### src/rtl/rtc_access_scheduler.sv
// Single-transfer scheduler in front of the RTC bus engine: IRQ service > user write > refresh burst.
// Define RTC_SCHED_TIMEOUT_EN to add a WAIT watchdog with sticky err_o and retry of the aborted request.
module rtc_access_scheduler #(
    parameter int unsigned REFRESH_CYCLES = 10_000_000,
    parameter logic [7:0]  IRQ_ADDR       = 8'h00,
    parameter logic [7:0]  IRQ_DATA       = 8'h00,
    parameter int unsigned TIMEOUT_CYCLES = 4096
) (
    input  logic       clk_i,
    input  logic       rst_ni,
    input  logic       wr_req_i,
    input  logic [7:0] wr_addr_i,
    input  logic [7:0] wr_data_i,
    output logic       wr_ack_o,
    input  logic       irq_i,
    output logic       xfer_start_o,
    output logic       xfer_rw_o,
    output logic [7:0] xfer_addr_o,
    output logic [7:0] xfer_wdata_o,
    input  logic       xfer_done_i,
    input  logic [7:0] xfer_rdata_i,
    output logic       rd_valid_o,
    output logic [3:0] rd_index_o,
    output logic [7:0] rd_data_o,
    output logic       irq_flag_o,
    output logic       busy_o,
    output logic       err_o
);
    localparam int unsigned     CNT_W    = (REFRESH_CYCLES > 1) ? $clog2(REFRESH_CYCLES) : 1;
    localparam logic [CNT_W-1:0] CNT_LAST = CNT_W'(REFRESH_CYCLES - 1);

    if (REFRESH_CYCLES < 2 || TIMEOUT_CYCLES < 2) begin : g_bad_cfg
        $error("rtc_access_scheduler: REFRESH_CYCLES and TIMEOUT_CYCLES must be >= 2");
    end

    typedef enum logic [1:0] {S_IDLE, S_ISSUE, S_WAIT, S_DONE} state_e;
    typedef enum logic [1:0] {REQ_IRQ, REQ_WR, REQ_RD} req_e;

    state_e           state_q;
    req_e             req_q;
    logic             xfer_start_q, xfer_rw_q, wr_ack_q, rd_valid_q;
    logic [7:0]       xfer_addr_q, xfer_wdata_q, rd_data_q;
    logic [3:0]       rd_index_q;
    logic [CNT_W-1:0] refresh_cnt_q, refresh_cnt_d;
    logic             refresh_pend_q, refresh_pend_d;
    logic [3:0]       burst_idx_q, burst_idx_d;
    logic             irq_pend_q, irq_pend_d;
    logic             irq_flag_q, irq_flag_d;
    logic             irq_meta_q, irq_sync_q, irq_prev_q;

    logic       wrap, irq_rise, done_evt;
    logic       grant_valid, grant_rw;
    req_e       grant_req;
    logic [7:0] grant_addr, grant_wdata, rd_addr;

    assign wrap     = (refresh_cnt_q == CNT_LAST);
    assign irq_rise = irq_sync_q & ~irq_prev_q;
    assign done_evt = (state_q == S_WAIT) && xfer_done_i;
    assign rd_addr  = (burst_idx_q < 4'd6) ? 8'h21 + {4'h0, burst_idx_q}
                                           : 8'h3B + {4'h0, burst_idx_q};

    always_comb begin
        grant_valid = 1'b1;
        grant_req   = REQ_RD;
        grant_rw    = 1'b1;
        grant_addr  = rd_addr;
        grant_wdata = 8'h00;
        if (irq_pend_q) begin
            grant_req   = REQ_IRQ;
            grant_rw    = 1'b0;
            grant_addr  = IRQ_ADDR;
            grant_wdata = IRQ_DATA;
        end else if (wr_req_i) begin
            grant_req   = REQ_WR;
            grant_rw    = 1'b0;
            grant_addr  = wr_addr_i;
            grant_wdata = wr_data_i;
        end else if (!refresh_pend_q) begin
            grant_valid = 1'b0;
        end
    end

    // Completion is applied before the wrap so a wrap in the finishing cycle re-arms a fresh burst.
    always_comb begin
        refresh_pend_d = refresh_pend_q;
        burst_idx_d    = burst_idx_q;
        irq_pend_d     = irq_pend_q;
        irq_flag_d     = irq_flag_q;
        refresh_cnt_d  = wrap ? '0 : refresh_cnt_q + CNT_W'(1);
        if (done_evt) begin
            case (req_q)
                REQ_IRQ: begin
                    irq_pend_d = 1'b0;
                    irq_flag_d = 1'b1;
                end
                REQ_RD: begin
                    if (burst_idx_q == 4'd8) begin
                        refresh_pend_d = 1'b0;
                        irq_flag_d     = 1'b0;
                        burst_idx_d    = 4'd0;
                    end else begin
                        burst_idx_d = burst_idx_q + 4'd1;
                    end
                end
                default: ;
            endcase
        end
        if (irq_rise) irq_pend_d = 1'b1;
        if (wrap && !refresh_pend_d) begin
            refresh_pend_d = 1'b1;
            burst_idx_d    = 4'd0;
        end
    end

    always_ff @(posedge clk_i or negedge rst_ni) begin
        if (!rst_ni) begin
            refresh_cnt_q  <= '0;
            refresh_pend_q <= 1'b0;
            burst_idx_q    <= 4'd0;
            irq_pend_q     <= 1'b0;
            irq_flag_q     <= 1'b0;
            irq_meta_q     <= 1'b0;
            irq_sync_q     <= 1'b0;
            irq_prev_q     <= 1'b0;
        end else begin
            refresh_cnt_q  <= refresh_cnt_d;
            refresh_pend_q <= refresh_pend_d;
            burst_idx_q    <= burst_idx_d;
            irq_pend_q     <= irq_pend_d;
            irq_flag_q     <= irq_flag_d;
            irq_meta_q     <= irq_i;
            irq_sync_q     <= irq_meta_q;
            irq_prev_q     <= irq_sync_q;
        end
    end

`ifdef RTC_SCHED_TIMEOUT_EN
    localparam int unsigned WAIT_W = $clog2(TIMEOUT_CYCLES + 1);
    logic [WAIT_W-1:0] wait_cnt_q;
    logic              err_q;
`endif

    always_ff @(posedge clk_i or negedge rst_ni) begin
        if (!rst_ni) begin
            state_q      <= S_IDLE;
            req_q        <= REQ_RD;
            xfer_start_q <= 1'b0;
            xfer_rw_q    <= 1'b0;
            xfer_addr_q  <= 8'h00;
            xfer_wdata_q <= 8'h00;
            wr_ack_q     <= 1'b0;
            rd_valid_q   <= 1'b0;
            rd_index_q   <= 4'd0;
            rd_data_q    <= 8'h00;
`ifdef RTC_SCHED_TIMEOUT_EN
            wait_cnt_q   <= '0;
            err_q        <= 1'b0;
`endif
        end else begin
            case (state_q)
                S_IDLE: begin
                    if (grant_valid) begin
                        state_q      <= S_ISSUE;
                        req_q        <= grant_req;
                        xfer_start_q <= 1'b1;
                        xfer_rw_q    <= grant_rw;
                        xfer_addr_q  <= grant_addr;
                        xfer_wdata_q <= grant_wdata;
                    end
                end
                S_ISSUE: begin
                    xfer_start_q <= 1'b0;
                    state_q      <= S_WAIT;
`ifdef RTC_SCHED_TIMEOUT_EN
                    wait_cnt_q   <= '0;
`endif
                end
                S_WAIT: begin
                    if (xfer_done_i) begin
                        state_q <= S_DONE;
                        if (req_q == REQ_WR) wr_ack_q <= 1'b1;
                        if (req_q == REQ_RD) begin
                            rd_valid_q <= 1'b1;
                            rd_index_q <= burst_idx_q;
                            rd_data_q  <= xfer_rdata_i;
                        end
`ifdef RTC_SCHED_TIMEOUT_EN
                    end else if (wait_cnt_q == WAIT_W'(TIMEOUT_CYCLES - 1)) begin
                        // Abort without completion; the requester's pending state is untouched, so it retries.
                        state_q <= S_IDLE;
                        err_q   <= 1'b1;
                    end else begin
                        wait_cnt_q <= wait_cnt_q + WAIT_W'(1);
`endif
                    end
                end
                default: begin
                    wr_ack_q   <= 1'b0;
                    rd_valid_q <= 1'b0;
                    state_q    <= S_IDLE;
                end
            endcase
        end
    end

    assign xfer_start_o = xfer_start_q;
    assign xfer_rw_o    = xfer_rw_q;
    assign xfer_addr_o  = xfer_addr_q;
    assign xfer_wdata_o = xfer_wdata_q;
    assign wr_ack_o     = wr_ack_q;
    assign rd_valid_o   = rd_valid_q;
    assign rd_index_o   = rd_index_q;
    assign rd_data_o    = rd_data_q;
    assign irq_flag_o   = irq_flag_q;
    assign busy_o       = (state_q != S_IDLE);
`ifdef RTC_SCHED_TIMEOUT_EN
    assign err_o        = err_q;
`else
    assign err_o        = 1'b0;
`endif
endmodule

### config.mk
export PLATFORM = sky130hd
export DESIGN_NAME = rtc_access_scheduler
export DESIGN_NICKNAME = d
export VERILOG_FILES = /design/src/rtl/rtc_access_scheduler.sv
export SDC_FILE = /design/constraint.sdc
export NUM_CORES = 1
export LEC_CHECK = 0
export BUFFER_PORTS_ARGS = -buffer_cell sky130_fd_sc_hd__buf_2
export CORE_ASPECT_RATIO = 1.75
export CORE_MARGIN = 2
export CORE_UTILIZATION = 49
export DETAILED_ROUTE_END_ITERATION = 10
export PLACE_DENSITY = 0.75
export SLEW_MARGIN = 20
export SYNTH_ARGS = -nofsm -noshare
export SYNTH_HDL_FRONTEND = slang
export SYNTH_SLANG_ARGS = --single-unit
### constraint.sdc
create_clock -name clk_i -period 1.72 [get_ports clk_i]
set_input_delay 0.344 -clock clk_i [delete_from_list [all_inputs] [get_ports clk_i]]
set_output_delay 0.344 -clock clk_i [all_outputs]
set_load 0.02 [all_outputs]
==> impl_metrics.tcl, run 1 <==
set metrics [dict create \
    num_antenna_cells 0 \
    cts_num_sinks 70 \
    numCtsBuffers 9 \
    port_buffers 62 \
    rows 38 \
    hold_violations 0 \
    gp_congestion 0.825 \
    maxCapViolations 0 \
    syn_inst 286 \
    min_period_ps 1670 \
    hpwl_mm 4.87 \
    clock_path_buffers 2 \
    fmax_ghz 0.599 \
    irDropWorstVdd_uv 588 \
    p_clk_frac 0.226 \
    crit_fanout 5 \
    die_area_um2 7100 \
    area.growth.synth_to_final_pct 24.7 \
    async_flop_share 1.00 \
    synth_cell_types 49 \
    clock_skew_ps 9.53 \
    synth_area_leaders "dfrtp_1 55%, mux2_2 4.3%, xnor2_1 3.6%" \
    drt_iter0_drc 147 \
    first_pass_iters 4 \
    synthesis.area_um2 3150 \
    htreeDepth 3 \
    finalPower_w 0.00523 \
    critPathKind "register to primary output" \
    p_int_w 0.00335 \
    nFillCells 515 \
    initial_core_util 0.505 \
    final_nets 405 \
    first_global_vias 2494 \
    switchingPower_w 0.00188 \
    start_kind "register" \
    setup_viol 0 \
    grt_overflow 0 \
    worstPathRequired_ps 1380 \
    p_leak_nw 1.89 \
    routed_wl_mm 6.64 \
    synth_top_area_cell "dfrtp_1" \
    stdcell_area_um2 3920 \
    clkLatencyLatePin_ps 350 \
    syn_nets 321 \
    synth_most_common_cell "dfrtp_1" \
    syn_avg_cell_area_um2 11.0 \
    finalMaxSlewViolations 0 \
    fp.dieH_um 110 \
    placed_area_um2 3670 \
    wl_per_cell_um 14.6 \
    p_seq_frac 0.429 \
    min_period_over_period 0.970 \
    core-area_um2 6230 \
    ys.flop_type "dfrtp_1" \
    ant_nets 0 \
    grt.total_usage 0.207 \
    grt_pass1_wl_mm 11.3 \
    arrival_ps 1320 \
    cts_tree "yes" \
    synth_top_cell_area_share 0.549 \
    combPwrFrac 0.345 \
    outcome "completed" \
    die_w_um 64.6 \
    synth_edf_count 0 \
    io_pins 64 \
    synthTopCellsByCount "69 x dfrtp_1, 19 x o21ai_0, 18 x nand2_1, 16 x nor2_1" \
    yosysWarnings 0 \
    antenna_found_initial 0 \
    drc_errors 0 \
    synth-seq-area-share 0.557 \
    grt_max_degree 60 \
    via_per_inst 5.54 \
    cts_root_buf "clkbuf_8" \
    power_density_nw_per_um2 1330 \
    rsz0062_at_grt "yes" \
    hp-class "input port to register" \
    end_kind "primary output" \
    synth-seq-cells 70 \
    clkTransAtPathRegs_ps 70 \
    swShare 0.360 \
    vias 2514 \
    drive_above_1_share 0.345 \
]
## power by group through the flow
stage / logic [W] / clock network (W) / registers [W]
2_1_floorplan: 0.000815 / 0 / 0.00261
3_3_place_gp: 0.00175 / 0 / 0.00226
3_5_place_dp: 0.00180 / 0 / 0.00228
4_1_cts: 0.00181 / 0.00122 / 0.00225
5_1_grt: 0.00200 / 0.00130 / 0.00230
6_report: 0.00180 / 0.00118 / 0.00224
## registers in the layout, indices dropped and copies added (netlist names)
register	count
refresh_cnt_q	24
rd_data_o	8
xfer_addr_o	8
xfer_wdata_o	8
burst_idx_q	4
rd_index_o	4
req_q	2
state_q	2
irq_flag_o	1
irq_meta_q	1
irq_pend_q	1
irq_prev_q	1
irq_sync_q	1
rd_valid_o	1
refresh_pend_q	1
wr_ack_o	1
xfer_rw_o	1
xfer_start_o	1
## cell type report
type / instances / area (um2) / area share
inverters: 11 / 41.3 / 0.0105
well taps: 80 / 100 / 0.0255
repair buffers: 84 / 503 / 0.128
clock buffers: 11 / 151 / 0.0386
flip-flops and latches: 70 / 1760 / 0.448
clock inverters: 4 / 22.5 / 0.00574
multi-input cells: 194 / 1350 / 0.343
## final timing paths
| kind | startpoint | depth (start not counted) | slack [ps] | to |
|---|---|---|---|---|
| setup / recovery | state_q[1] | 4 | 50 | busy_o |
| hold / removal | irq_i | 1 | 110 | irq_meta_q |
| setup reg to reg | refresh_cnt_q[4] | 4 | 80 | refresh_cnt_q[23] |
| hold reg to reg | irq_meta_q | 0 | 350 | irq_sync_q |
| max in group asynchronous | rst_ni | 3 | 690 | req_q[1] |
| min in group asynchronous | rst_ni | 2 | 400 | xfer_start_o |
## worst max-delay path, stage by stage, from the launching register on
cell,delay [ps]
dfrtp_1,380
inv_1,100
ha_2,230
inv_1,100
buf_2,170
## timing repair
item,in CTS,in global routing
gates resized for setup,1,14
endpoints found under the hold margin,11,0
hold buffers,1,0
setup endpoints to repair,3,23
pin swaps,0,2
setup buffers,0,3
## cell families (layout without fill, tap and decap cells)
family	Yosys count	count (layout)	synth area share
and+or+nand+nor	96	96	0.167
buffers and inverters	22	110	0.0278
other	1	1	0.00119
DFF	70	70	0.557
AOI/OAI and AO/OA	59	59	0.124
adders and majority gates	6	6	0.0239
muxes	13	13	0.0461
xor gates and xnor gates	19	19	0.0529
## cell usage in the layout, fill, tap and decap left out, drive strengths merged, types with 8 or more instances in the layout
cell type,netlist,layout
buf,3,83
dfrtp,69,69
o21ai,19,19
nand2,18,18
nor2,16,16
nand3,14,14
xnor2,13,13
a22o,12,12
mux2,12,12
inv,11,11
clkbuf,8,11
a21oi,11,11
nand4,8,8
## routing by layer
layer  global-route usage  vias to the layer above  wire [um]
li1                     -                     1198          -
met3               0.0619                       23        274
met4                0.111                        0        242
met5                    0                        -          0
met2                0.360                       61       3650
met1                0.226                     1232       2470
## per-stage QoR
stage	std cells	hold WS (ps)	utilization	setup slack (ps)	TNS, ps
after floorplan	286	48.4	-	70.3	0
after global placement	435	239	0.589	77.0	0
after detailed placement	435	251	0.589	26.3	0
after CTS	451	92.9	0.619	-17.2	-19.6
after global routing	454	88.4	0.630	-40.1	-79.8
final	454	106	0.630	51.4	0
No activity file was read; power rests on OpenSTA's default activity.
==> run 2, diff against run 1 <==
--- a/config.mk
+++ b/config.mk
@@ -5,12 +5,12 @@
 export SDC_FILE = /design/constraint.sdc
 export NUM_CORES = 1
 export LEC_CHECK = 0
+export ABC_AREA = 1
 export BUFFER_PORTS_ARGS = -buffer_cell sky130_fd_sc_hd__buf_2
 export CORE_ASPECT_RATIO = 1.75
 export CORE_MARGIN = 2
-export CORE_UTILIZATION = 49
+export CORE_UTILIZATION = 31
 export DETAILED_ROUTE_END_ITERATION = 10
-export PLACE_DENSITY = 0.75
 export SLEW_MARGIN = 20
 export SYNTH_ARGS = -nofsm -noshare
 export SYNTH_HDL_FRONTEND = slang
==> impl_metrics.tcl, run 2 <==
set metrics [dict create \
    outcome "completed" \
    rsz0062_at_grt "no" \
    synth_top_area_cell "dfrtp_1" \
    synth_edf_count 0 \
    clkTransAtPathRegs_ps 50 \
    numCtsBuffers 9 \
    clkLatencyLatePin_ps 330 \
    area.growth.synth_to_final_pct 23.2 \
    placed_area_um2 4010 \
    final_cell_mix "114 x nand2_1, 69 x dfrtp_1, 62 x buf_2, 56 x nor2_1, 49 x inv_1" \
    maxCapViolations 0 \
    antenna_found_initial 0 \
    regMostFlops "refresh_cnt_q" \
    busiest_layer "met2" \
    cts_root_buf "clkbuf_16" \
    rrSetupSlack_ps 170 \
    ys.flop_type "dfrtp_1" \
    yosysWarnings 0 \
    wl_per_cell_um 13.2 \
    arrival_ps 1310 \
    die_area_um2 12200 \
    synth_area_leaders "dfrtp_1 49%, nand2_1 12%, nor2_1 6.1%" \
    largest_reg_flops 24 \
    core-area_um2 11100 \
    irDropWorstVdd_uv 750 \
    stdcell_area_um2 4320 \
    drive_above_1_share 0.247 \
    use_met2 0.269 \
    crit_fanout 6 \
    worstPathRequired_ps 1380 \
    synth-seq-area-share 0.500 \
    synth-seq-cells 70 \
    drc_errors 0 \
    synth_most_common_cell "nand2_1" \
    rows 51 \
    power_density_nw_per_um2 1430 \
    grt_max_degree 71 \
    final_common_cell "nand2_1" \
    cts_num_sinks 70 \
    setup_viol 0 \
    finalMaxSlewViolations 0 \
    htreeDepth 3 \
    crit_path_start "state_q[0]" \
    hpwl_mm 6.41 \
    first_global_vias 2944 \
    use_met1 0.156 \
    num_antenna_cells 0 \
    clock_skew_ps 5.32 \
    grt.total_usage 0.146 \
    grt_pass1_wl_mm 13.9 \
    fmax_ghz 0.605 \
    first_pass_iters 4 \
    syn_avg_cell_area_um2 8.19 \
    clock_path_buffers 2 \
    start_kind "register" \
    min_period_ps 1650 \
    hold_violations 0 \
    reg2reg_from "state_q[0]" \
    synth_top_cell_area_share 0.493 \
    p_leak_nw 2.14 \
    routed_wl_mm 8.44 \
    hold_buffers 0 \
    synthesis.area_um2 3510 \
    io_pins 64 \
    synthTopCellsByCount "115 x nand2_1, 69 x dfrtp_1, 57 x nor2_1, 51 x inv_1, 17 x nand3_1" \
    reg2reg_to "burst_idx_q[0]" \
    final_nets 536 \
    drt_iter0_drc 124 \
    grt_overflow 0 \
    syn_inst 428 \
    via_per_inst 4.61 \
    cts_setup_buffers 0 \
    gp_congestion 0.948 \
    die_w_um 84.4 \
    timing.hold.ws_ps 24.1 \
    min_period_over_period 0.960 \
    async_flop_share 1.00 \
    fp.dieH_um 145 \
    initial_core_util 0.316 \
    end_kind "primary output" \
    met3_usage 0.0261 \
    nFillCells 1194 \
    syn_nets 463 \
    hp-class "input port to async pin" \
    port_buffers 62 \
    vias 2943 \
    endpoint "busy_o" \
    synth_cell_types 33 \
    critPathKind "register to primary output" \
    r2r_cells 10 \
    cts_tree "yes" \
    ant_nets 0 \
]
==> run 2: how the worst min path moves through the flow <==
stage,start,endpoint,slack [ps],cells past startpoint
2_1_floorplan,rst_ni,burst_idx_q[0],50,0
3_3_place_gp,irq_meta_q,irq_sync_q,340,0
3_5_place_dp,irq_meta_q,irq_sync_q,350,0
4_1_cts,rst_ni,xfer_start_o,40,2
5_1_grt,rst_ni,xfer_start_o,50,2
6_report,rst_ni,xfer_start_o,20,2
==> run 2: timing repair <==
item,4_1_cts,5_1_grt
pin swaps,0,0
gates cloned,0,0
setup endpoints to repair,1,5
resized for setup,1,5
==> run 2: area by class of cell <==
| class | count | area, um2 | area share |
|---|---|---|---|
| clock inverter | 6 | 61.3 | 0.0142 |
| sequential | 70 | 1750 | 0.406 |
| multi-input combinational | 298 | 1530 | 0.354 |
| tap | 132 | 165 | 0.0382 |
| timing repair buffer | 68 | 368 | 0.0852 |
| inverter | 54 | 203 | 0.0469 |
| clock buffer | 10 | 239 | 0.0553 |
==> run 2: cells by family (layout without fill, tap and decap cells) <==
kind of cell               count (synthesis)  in the layout  synth area share
and+or+nand+nor                          231            231             0.293
DFF                                       70             70             0.500
buffers and inverters                     60            138            0.0671
AOI/OAI and AO/OA                         46             46            0.0828
xor gates and xnor gates                  14             14            0.0350
adders and majority gates                  6              6            0.0214
other                                      1              1           0.00107
==> run 2: metal layers <==
layer  vias to the layer above  routed length [um]
met5                         -                   0
li1                       1496                   -
met4                         0                 227
met3                        15                 311
met2                        62                4610
met1                      1370                3290
==> run 2: worst max-delay path: stages (launching register included) <==
cell	delay [ps]
dfrtp_1	370
inv_1	90
ha_1	240
inv_2	110
buf_2	170
==> run 2: stage by stage <==
| step | util | total power (W) | setup slack, ps | setup TNS [ps] | std cells |
|---|---|---|---|---|---|
| final | 0.389 | 0.00616 | 68.1 | 0 | 638 |
| after global routing | 0.389 | 0.00659 | 3.18 | 0 | 638 |
| after CTS | 0.388 | 0.00623 | 2.75 | 0 | 638 |
| after detailed placement | 0.361 | 0.00435 | -3.25 | -3.25 | 622 |
| after global placement | 0.361 | 0.00429 | 75.8 | 0 | 622 |
| after floorplan | - | 0.00364 | 296 | 0 | 428 |
==> run 2: power by group <==
part | internal [W] | total, W | switching (W)
Sequential | 0.00207 | 0.00234 | 0.000272
Clock | 0.00115 | 0.00184 | 0.000687
Combinational | 0.000696 | 0.00198 | 0.00128
